## src/rtl/or1200_enc_lsu_xor.sv

```systemverilog
// ============================================================================
// or1200_enc_lsu_xor
// ----------------------------------------------------------------------------
// Encrypting load/store bridge between the OR1200 LSU and the data cache.
// Store data is XORed with a store pad before it reaches the cache. Load data
// returned by the cache is XORed with a load pad before it goes back to the
// pipeline. Pads come from an external generator and may arrive late, so the
// FSM can park in a wait state. If a pad does not arrive within PAD_TIMEOUT
// cycles, the access is aborted and an error pulse is raised.
//
// Parameters
//   PAD_TIMEOUT     maximum number of cycles spent waiting for a pad
//
// Ports
//   clk, rst        rising-edge clock, synchronous active-high reset
//   req_i           LSU access request (held high until done_o)
//   we_i            1 = store, 0 = load
//   secure_i        access is encrypted with a pad
//   addr_i          access address
//   wdata_i         store plaintext
//   ld_pad_i        load pad value
//   ld_pad_valid_i  load pad available
//   st_pad_i        store pad value
//   st_pad_valid_i  store pad available
//   ld_pad_ack_o    load pad consumed this cycle
//   st_pad_ack_o    store pad consumed this cycle
//   dc_req_o        data-cache request
//   dc_we_o         data-cache write enable
//   dc_adr_o        data-cache address
//   dc_dat_o        data-cache write data (ciphertext)
//   dc_dat_i        data-cache read data (ciphertext)
//   dc_ack_i        data-cache acknowledge
//   rdata_o         load plaintext, held until the next load completes
//   done_o          one-cycle completion pulse
//   err_o           one-cycle pad-timeout pulse (always together with done_o)
//   stall_o         pipeline stall
// ============================================================================
module or1200_enc_lsu_xor #(
    parameter int PAD_TIMEOUT = 64
) (
    input  logic        clk,
    input  logic        rst,

    input  logic        req_i,
    input  logic        we_i,
    input  logic        secure_i,
    input  logic [31:0] addr_i,
    input  logic [31:0] wdata_i,

    input  logic [31:0] ld_pad_i,
    input  logic        ld_pad_valid_i,
    input  logic [31:0] st_pad_i,
    input  logic        st_pad_valid_i,

    output logic        ld_pad_ack_o,
    output logic        st_pad_ack_o,

    output logic        dc_req_o,
    output logic        dc_we_o,
    output logic [31:0] dc_adr_o,
    output logic [31:0] dc_dat_o,
    input  logic [31:0] dc_dat_i,
    input  logic        dc_ack_i,

    output logic [31:0] rdata_o,
    output logic        done_o,
    output logic        err_o,
    output logic        stall_o
);

    // A timeout of 1 would need a zero-width counter, so keep at least one bit.
    localparam int              CNT_W    = (PAD_TIMEOUT > 1) ? $clog2(PAD_TIMEOUT) : 1;
    localparam logic [CNT_W-1:0] CNT_LAST = CNT_W'(PAD_TIMEOUT - 1);

    typedef enum logic [2:0] {
        IDLE    = 3'd0,
        ST_WPAD = 3'd1,
        ST_REQ  = 3'd2,
        LD_REQ  = 3'd3,
        LD_WPAD = 3'd4,
        FIN     = 3'd5
    } state_t;

    state_t            state, state_n;
    logic [CNT_W-1:0]  cnt, cnt_n;
    logic              sec_q, sec_n;
    logic [31:0]       wdata_q, wdata_n;
    logic [31:0]       raw_q, raw_n;

    logic              dc_req_n;
    logic              dc_we_n;
    logic [31:0]       dc_adr_n;
    logic [31:0]       dc_dat_n;
    logic [31:0]       rdata_n;
    logic              done_n;
    logic              err_n;
    logic              ld_ack;
    logic              st_ack;

    // Next-state and next-register logic. Every register defaults to holding
    // its value. Only the transitions named below change anything. Pad inputs
    // are looked at only in the states that can actually consume a pad, so a
    // stray pad_valid never produces an acknowledge.
    always_comb begin
        state_n  = state;
        cnt_n    = cnt;
        sec_n    = sec_q;
        wdata_n  = wdata_q;
        raw_n    = raw_q;
        dc_req_n = dc_req_o;
        dc_we_n  = dc_we_o;
        dc_adr_n = dc_adr_o;
        dc_dat_n = dc_dat_o;
        rdata_n  = rdata_o;
        done_n   = 1'b0;
        err_n    = 1'b0;
        ld_ack   = 1'b0;
        st_ack   = 1'b0;

        case (state)
            IDLE: begin
                if (req_i) begin
                    sec_n    = secure_i;
                    dc_adr_n = addr_i;
                    dc_we_n  = we_i;
                    if (we_i) begin
                        if (!secure_i || st_pad_valid_i) begin
                            dc_dat_n = wdata_i ^ (secure_i ? st_pad_i : 32'h0);
                            st_ack   = secure_i;
                            dc_req_n = 1'b1;
                            state_n  = ST_REQ;
                        end else begin
                            // Keep the plaintext in a private register so
                            // it never appears on the cache bus unencrypted.
                            wdata_n  = wdata_i;
                            cnt_n    = '0;
                            state_n  = ST_WPAD;
                        end
                    end else begin
                        dc_req_n = 1'b1;
                        state_n  = LD_REQ;
                    end
                end
            end

            ST_WPAD: begin
                cnt_n = cnt + 1'b1;
                // A pad arriving on the last allowed cycle still wins.
                if (st_pad_valid_i) begin
                    dc_dat_n = wdata_q ^ st_pad_i;
                    st_ack   = 1'b1;
                    dc_req_n = 1'b1;
                    state_n  = ST_REQ;
                end else if (cnt == CNT_LAST) begin
                    dc_we_n  = 1'b0;
                    done_n   = 1'b1;
                    err_n    = 1'b1;
                    state_n  = FIN;
                end
            end

            ST_REQ: begin
                if (dc_ack_i) begin
                    dc_req_n = 1'b0;
                    dc_we_n  = 1'b0;
                    done_n   = 1'b1;
                    state_n  = FIN;
                end
            end

            LD_REQ: begin
                if (dc_ack_i) begin
                    dc_req_n = 1'b0;
                    dc_we_n  = 1'b0;
                    if (!sec_q) begin
                        rdata_n = dc_dat_i;
                        done_n  = 1'b1;
                        state_n = FIN;
                    end else if (ld_pad_valid_i) begin
                        rdata_n = dc_dat_i ^ ld_pad_i;
                        ld_ack  = 1'b1;
                        done_n  = 1'b1;
                        state_n = FIN;
                    end else begin
                        // Cache data is only valid during the ack cycle, so
                        // keep the ciphertext until the pad shows up.
                        raw_n   = dc_dat_i;
                        cnt_n   = '0;
                        state_n = LD_WPAD;
                    end
                end
            end

            LD_WPAD: begin
                cnt_n = cnt + 1'b1;
                if (ld_pad_valid_i) begin
                    rdata_n = raw_q ^ ld_pad_i;
                    ld_ack  = 1'b1;
                    done_n  = 1'b1;
                    state_n = FIN;
                end else if (cnt == CNT_LAST) begin
                    done_n  = 1'b1;
                    err_n   = 1'b1;
                    state_n = FIN;
                end
            end

            FIN: begin
                state_n = IDLE;
            end

            default: begin
                state_n = IDLE;
            end
        endcase
    end

    // State and output registers. The reset is synchronous, so an access in
    // flight is simply dropped. Any late cache ack then lands in IDLE, which
    // ignores it.
    always_ff @(posedge clk) begin
        if (rst) begin
            state    <= IDLE;
            cnt      <= '0;
            sec_q    <= 1'b0;
            wdata_q  <= 32'h0;
            raw_q    <= 32'h0;
            dc_req_o <= 1'b0;
            dc_we_o  <= 1'b0;
            dc_adr_o <= 32'h0;
            dc_dat_o <= 32'h0;
            rdata_o  <= 32'h0;
            done_o   <= 1'b0;
            err_o    <= 1'b0;
        end else begin
            state    <= state_n;
            cnt      <= cnt_n;
            sec_q    <= sec_n;
            wdata_q  <= wdata_n;
            raw_q    <= raw_n;
            dc_req_o <= dc_req_n;
            dc_we_o  <= dc_we_n;
            dc_adr_o <= dc_adr_n;
            dc_dat_o <= dc_dat_n;
            rdata_o  <= rdata_n;
            done_o   <= done_n;
            err_o    <= err_n;
        end
    end

    // The pad acknowledges mark the cycle in which the pad is consumed. This
    // lets the pad generator advance on the same edge the pad is latched, so
    // they are combinational and are gated off during reset.
    always_comb begin
        ld_pad_ack_o = ld_ack & ~rst;
        st_pad_ack_o = st_ack & ~rst;
    end

    // Stall while a request waits in IDLE or any access is in progress. FIN
    // releases the pipeline in the same cycle that done_o is seen.
    always_comb begin
        stall_o = (req_i && (state == IDLE)) || ((state != IDLE) && (state != FIN));
    end

endmodule

```

## config.mk

```make
export PLATFORM = sky130hd
export DESIGN_NAME = or1200_enc_lsu_xor
export DESIGN_NICKNAME = d
export VERILOG_FILES = /design/src/rtl/or1200_enc_lsu_xor.sv
export SDC_FILE = /design/constraint.sdc
export NUM_CORES = 1
export LEC_CHECK = 0
export ABC_AREA = 1
export BUFFER_PORTS_ARGS = -buffer_cell sky130_fd_sc_hd__buf_2
export CORE_ASPECT_RATIO = 0.5
export CORE_MARGIN = 5
export CORE_UTILIZATION = 48
export CTS_BUF_LIST = sky130_fd_sc_hd__clkbuf_4 sky130_fd_sc_hd__clkbuf_8
export CTS_CLUSTER_SIZE = 40
export DETAILED_ROUTE_END_ITERATION = 8
export PLACE_DENSITY = 0.89
export SLEW_MARGIN = 20
export SYNTH_ARGS = -nofsm -noshare
export SYNTH_HDL_FRONTEND = slang
export SYNTH_SLANG_ARGS = --single-unit
```

## constraint.sdc

```tcl
create_clock -name clk -period 1.4 [get_ports clk]
set_input_delay 0.07 -clock clk [delete_from_list [all_inputs] [get_ports clk]]
set_output_delay 0.07 -clock clk [all_outputs]
set_load 0.02 [all_outputs]
```

* After elaboration in Yosys (flattened, before gate mapping)
Index checks and enable logic that the tools add are counted.
** Operators by class
- Add/subtract/negate cells :: 1
- Eq/ne operators :: 21
- Muxes and demuxes :: 57
- Bitwise gates (word level) :: 9
- Reduce and logical (&&, ||, !) cells :: 22
** Operators with widths (number)
- 32-bit two-way mux :: 9
- 32-bit one-hot mux with 2 select lines :: 2
- 32-bit bitwise XOR :: 4
- 6-bit two-way mux :: 6
- 1-bit two-way mux :: 24
- 2-bit != test, second input constant :: 12
- 3-bit two-way mux :: 7
- 6-bit one-hot mux with 3 select lines :: 1
- 3-bit one-hot mux with 5 select lines :: 1
- 5-bit AND reduction :: 3
- 4-bit AND reduction :: 3
- 3-bit != test, second input constant :: 3
- 3-bit nonzero test :: 3
- 7-bit AND reduction :: 1
- 6-bit by 1-bit adder with 6-bit output, second input constant :: 1
- 3-bit by 2-bit == test with 1-bit output, second input constant :: 2
- 6-bit == test, second input constant :: 1
- 1-bit one-hot mux with 2 select lines :: 3
- 1-bit one-hot mux with 3 select lines :: 2
- 1-bit one-hot mux with 4 select lines :: 1
- 2-bit nonzero test :: 2
- 2-bit OR reduction :: 2
- 3-bit by 1-bit == test with 1-bit output, second input constant :: 1
- 3-bit == test, second input constant :: 1
- other kinds (10) :: 15
** Storage, ports and cells
- Register bits after elaboration :: 174
- Input bits :: 168
- Output and inout port bits :: 103
- Logic and storage cells :: 122

* Depth between registers and ports, before layout
- Depth after elaboration :: 7
- Mapped depth :: 10
- Depth with buffers taken out :: 9

* Worst setup path after synthesis
No wires, ideal clock.
- Path kind :: register -> output
- From :: register state[1]
- To :: output port st_pad_ack_o
- Arrival :: 1.344 ns
- Data required time :: 1.330 ns
- Slack :: -0.014 ns
- Cell stages (with the launch flop) :: 8
- Path buffers :: 2
- Cell sequence :: dfxtp_1 -> nor2_1 -> nand2_1 -> inv_2 -> buf_4 -> buf_4 -> o21ai_0 -> nor2_1
** Between the ends
- Cells in the longest elaborated chain, start to end :: 3
- Elaborated cells on any way between the ends :: 4
- Those cells by class :: eq/ne: 1; mux: 1; bitwise: 1; reduce/logical: 1
** RTL lines
- start: declaration :: RTL line 84 : state_t state, state_n;
- start signal: assignment :: RTL line 236 : state <= state_n;
- 3-bit by 1-bit == test with 1-bit output or 3-bit zero test (tied branches) :: RTL line 120 : case (state)
- 1-bit one-hot mux with 2 select lines (*) :: RTL line 120
- 1-bit AND (*) :: RTL line 256 : st_pad_ack_o = st_ack & ~rst;
- end: declaration :: RTL line 56 : output logic st_pad_ack_o,
Mark *: on every way between the ends. The rest lies on a longest branch, timed or not.

* Worst setup path after layout
- From :: register state[0]
- To :: output port st_pad_ack_o
Same word-level chain as after synthesis.

==> results_dict.tcl <==
set metrics [dict create \
    start_util_pct 49.67 \
    grt_max_degree 63 \
    max_stage_delay_ns 0.39 \
    placed_area_mm2 0.01051 \
    start_kind "register" \
    tightest_slew_ns 0.4892 \
    syn_to_final_growth_pct 50.27 \
    fin_skew_ns 0.03004 \
    grt_pass1_vias 9931 \
    clock-sinks 174 \
    reg2reg_from "state[0]" \
    reg2reg_depth 11 \
    crit_required_ns 1.33 \
    synth_common_cells "338 x nor2_1, 293 x nand2_1, 174 x dfxtp_1" \
    hold_viol_final 0 \
    yosysSeqAreaShare_pct 39.73 \
    port_buffers 270 \
    pre_cts_ws_ns -0.08358 \
    max_freq_mhz 552.2 \
    syn_area_per_cell_um2 6.888 \
    numCtsBuffers 17 \
    synth_largest_area_cell "dfxtp_1" \
    stdcell_area_mm2 0.01318 \
    ys.flop_type "dfxtp_1" \
    grt_pass1_wl_um 48190 \
    hold_end "rdata_o[12]" \
    max_slew_margin_pct 67.39 \
    drt_iter0_markers 894 \
    finalNonFillerCells 1936 \
    worst-path-buf-inv 1 \
    hold_slack_ns 0.04157 \
    cp.depth 8 \
    fillCellCount 1130 \
    dieArea_mm2 0.02123 \
    grt-busiest-layer "met2" \
    core_area_mm2 0.01765 \
    grt_setup_unrepaired "yes" \
    critical-path-top-delay-family "simple AND/OR/NAND/NOR gates" \
    fin_tns_setup_ns -37.80 \
    fp-row-count 34 \
    hold_path_class "in2reg" \
    crit_chain "nor2_4 > nand2_2 > nor2_4 > nand2_2 > nor2_2 > o21ai_2 > nor2_2 > buf_6" \
    ios 271 \
    crit_fanout 5 \
    hold_path_startpoint "ld_pad_i[12]" \
    max-clock-path-buffers 2 \
    gp_congestion 0.8920 \
    p_leak_nw 6.217 \
    yosys_warnings 0 \
    synth-edff-count 0 \
    routed_wl_um 34640 \
    post-route-min-period_ns 1.811 \
    yosysMostFrequentCell "nor2_1" \
    dpl.hpwl_um 16970 \
    chipHeight_um 105.6 \
    vdd_drop_max_uv 1238 \
    wl_per_cell_um 17.89 \
    clk_latency_ns 0.47 \
    post-route-util_pct 74.63 \
    overflow 0 \
    yosysUniqueCellTypes 31 \
    grt_use_met3_pct 4.940 \
    fin_nets 1854 \
    powerDensity_mw_per_mm2 1736 \
    synthesis.area_mm2 0.008768 \
    drv_slew 0 \
    antenna_found_initial 3 \
    syn_nets 1442 \
    critPathKind "reg2out" \
    ff_latch_area_mm2 0.003497 \
    synth.top_cell.area_share_pct 39.73 \
    setup_viol 170 \
    cts_tree "yes" \
    reg2reg_to "rdata_o[10]" \
    gr-usage-met2_pct 48.68 \
    first_pass_iters 5 \
    drive_gt1_share_pct 29.98 \
    holdPathStages 6 \
    drc 0 \
    num_vias 10490 \
    multi_input_area_mm2 0.004997 \
    h-tree-depth 4 \
    clkTransAtPathRegs_ns 0.12 \
    cp_slowest_cell "dfxtp_4" \
    die_w_um 201.1 \
    grt_use_total_pct 27.32 \
    cp-end-kind "output pin" \
    ant_nets 0 \
    synthCells 1273 \
    cp.arrival_ns 1.74 \
    dp.cells 1750 \
    grtUsageMet1_pct 31.07 \
    status "finished, violations left" \
    fin_crit_sh_pct 129.4 \
    ff2ff_setup_slack_ns -0.38 \
    p_total_mw 22.87 \
    synth_area_leaders "dfxtp_1 40%, nor2_1 14%, nand2_1 13%, o21ai_0 7.0%, xnor2_1 6.4%" \
    fin_ws_ns -0.4111 \
    via_per_inst 5.418 \
    ys_seq_elements 174 \
    max_cap_violations 0 \
    cts-root-buf "clkbuf_8" \
    violations "setup timing" \
    synthArstFlopShare_pct 0 \
]
## layer usage
metal	up-vias	routed length [um]
met5	-	0
li1	4775	-
met3	233	3012
met2	755	16710
met1	4727	12560
met4	0	2362
## flip-flops by register name (all words and copies together), names as in the netlist, 3 cells and up
| name | flops |
|---|---|
| raw_q | 32 |
| dc_dat_o | 32 |
| state | 3 |
| dc_adr_o | 32 |
| wdata_q | 32 |
| cnt | 6 |
| rdata_o | 32 |
## cells by family (layout without fill, tap and decap cells)
logic type	count (synthesis)	after routing	share of synthesized area (%)
xor+xnor	128	128	12.79
compound gates	180	180	10.46
flops	174	174	39.73
buf+inv	125	550	7.021
simple gates	665	665	29.87
fa+ha+maj	1	1	0.1427
other cells	0	4	0
## power by group
| group | switching (mW) | leakage (nW) | total [mW] | internal [mW] |
|---|---|---|---|---|
| registers | 0.625 | 1.42 | 6.67 | 6.04 |
| logic | 7.06 | 4.59 | 12.4 | 5.35 |
| clock network | 2.08 | 0.207 | 3.79 | 1.70 |
| total | 9.77 | 6.22 | 22.9 | 13.1 |
## timing repair
item	CTS	global route
hold buffers	101	0
setup buffers	21	13
cloned	10	9
hold endpoints to repair	106	0
pin swaps	10	38
setup endpoints to repair	157	177
gates resized for setup	42	136
## tightest hold or removal path: stages
cell and delay [ns]:
buf_2 0.10, xor2_1 0.06, nand2_1 0.05, o21ai_1 0.05, nor2_1 0.10, nor2_1 0.04
## area by class of cell
| class | count | share of cell area [%] |
|---|---|---|
| Multi-Input combinational cell | 974 | 37.93 |
| Sequential cell | 174 | 26.54 |
| Timing Repair Buffer | 464 | 28.40 |
| Clock inverter | 13 | 1.168 |
| Inverter | 54 | 1.728 |
| Clock buffer | 19 | 1.937 |
| Antenna cell | 4 | 0.07597 |
| Tap cell | 234 | 2.222 |
## layout by cell type, fill, tap and decap left out, drive strengths merged
cell / n
buf: 350
nor2: 347
nand2: 297
dfxtp: 174
o21ai: 163
dlygate4sd3: 100
xnor2: 64
xor2: 64
inv: 59
clkbuf: 28
nand3: 14
a21oi: 14
clkinv: 5
diode: 4
bufbuf: 4
nand4: 2
nor3: 2
or2: 2
bufinv: 2
o31a: 1
o2111a: 1
o21bai: 1
nand3b: 1
ha: 1
clkinvlp: 1
dlymetal6s4s: 1
## worst max-delay path by stage
stage | from | to | slack [ns]
after floorplan | state[0] | dc_dat_o[24] | 0.04
after global placement | state[0] | rdata_o[9] | -0.07
after detailed placement | state[0] | wdata_q[15] | -0.08
after CTS | state[0] | ld_pad_ack_o | -0.33
after global routing | state[0] | st_pad_ack_o | -0.46
final | state[0] | st_pad_ack_o | -0.41
No activity file was read; power rests on OpenSTA's default activity.
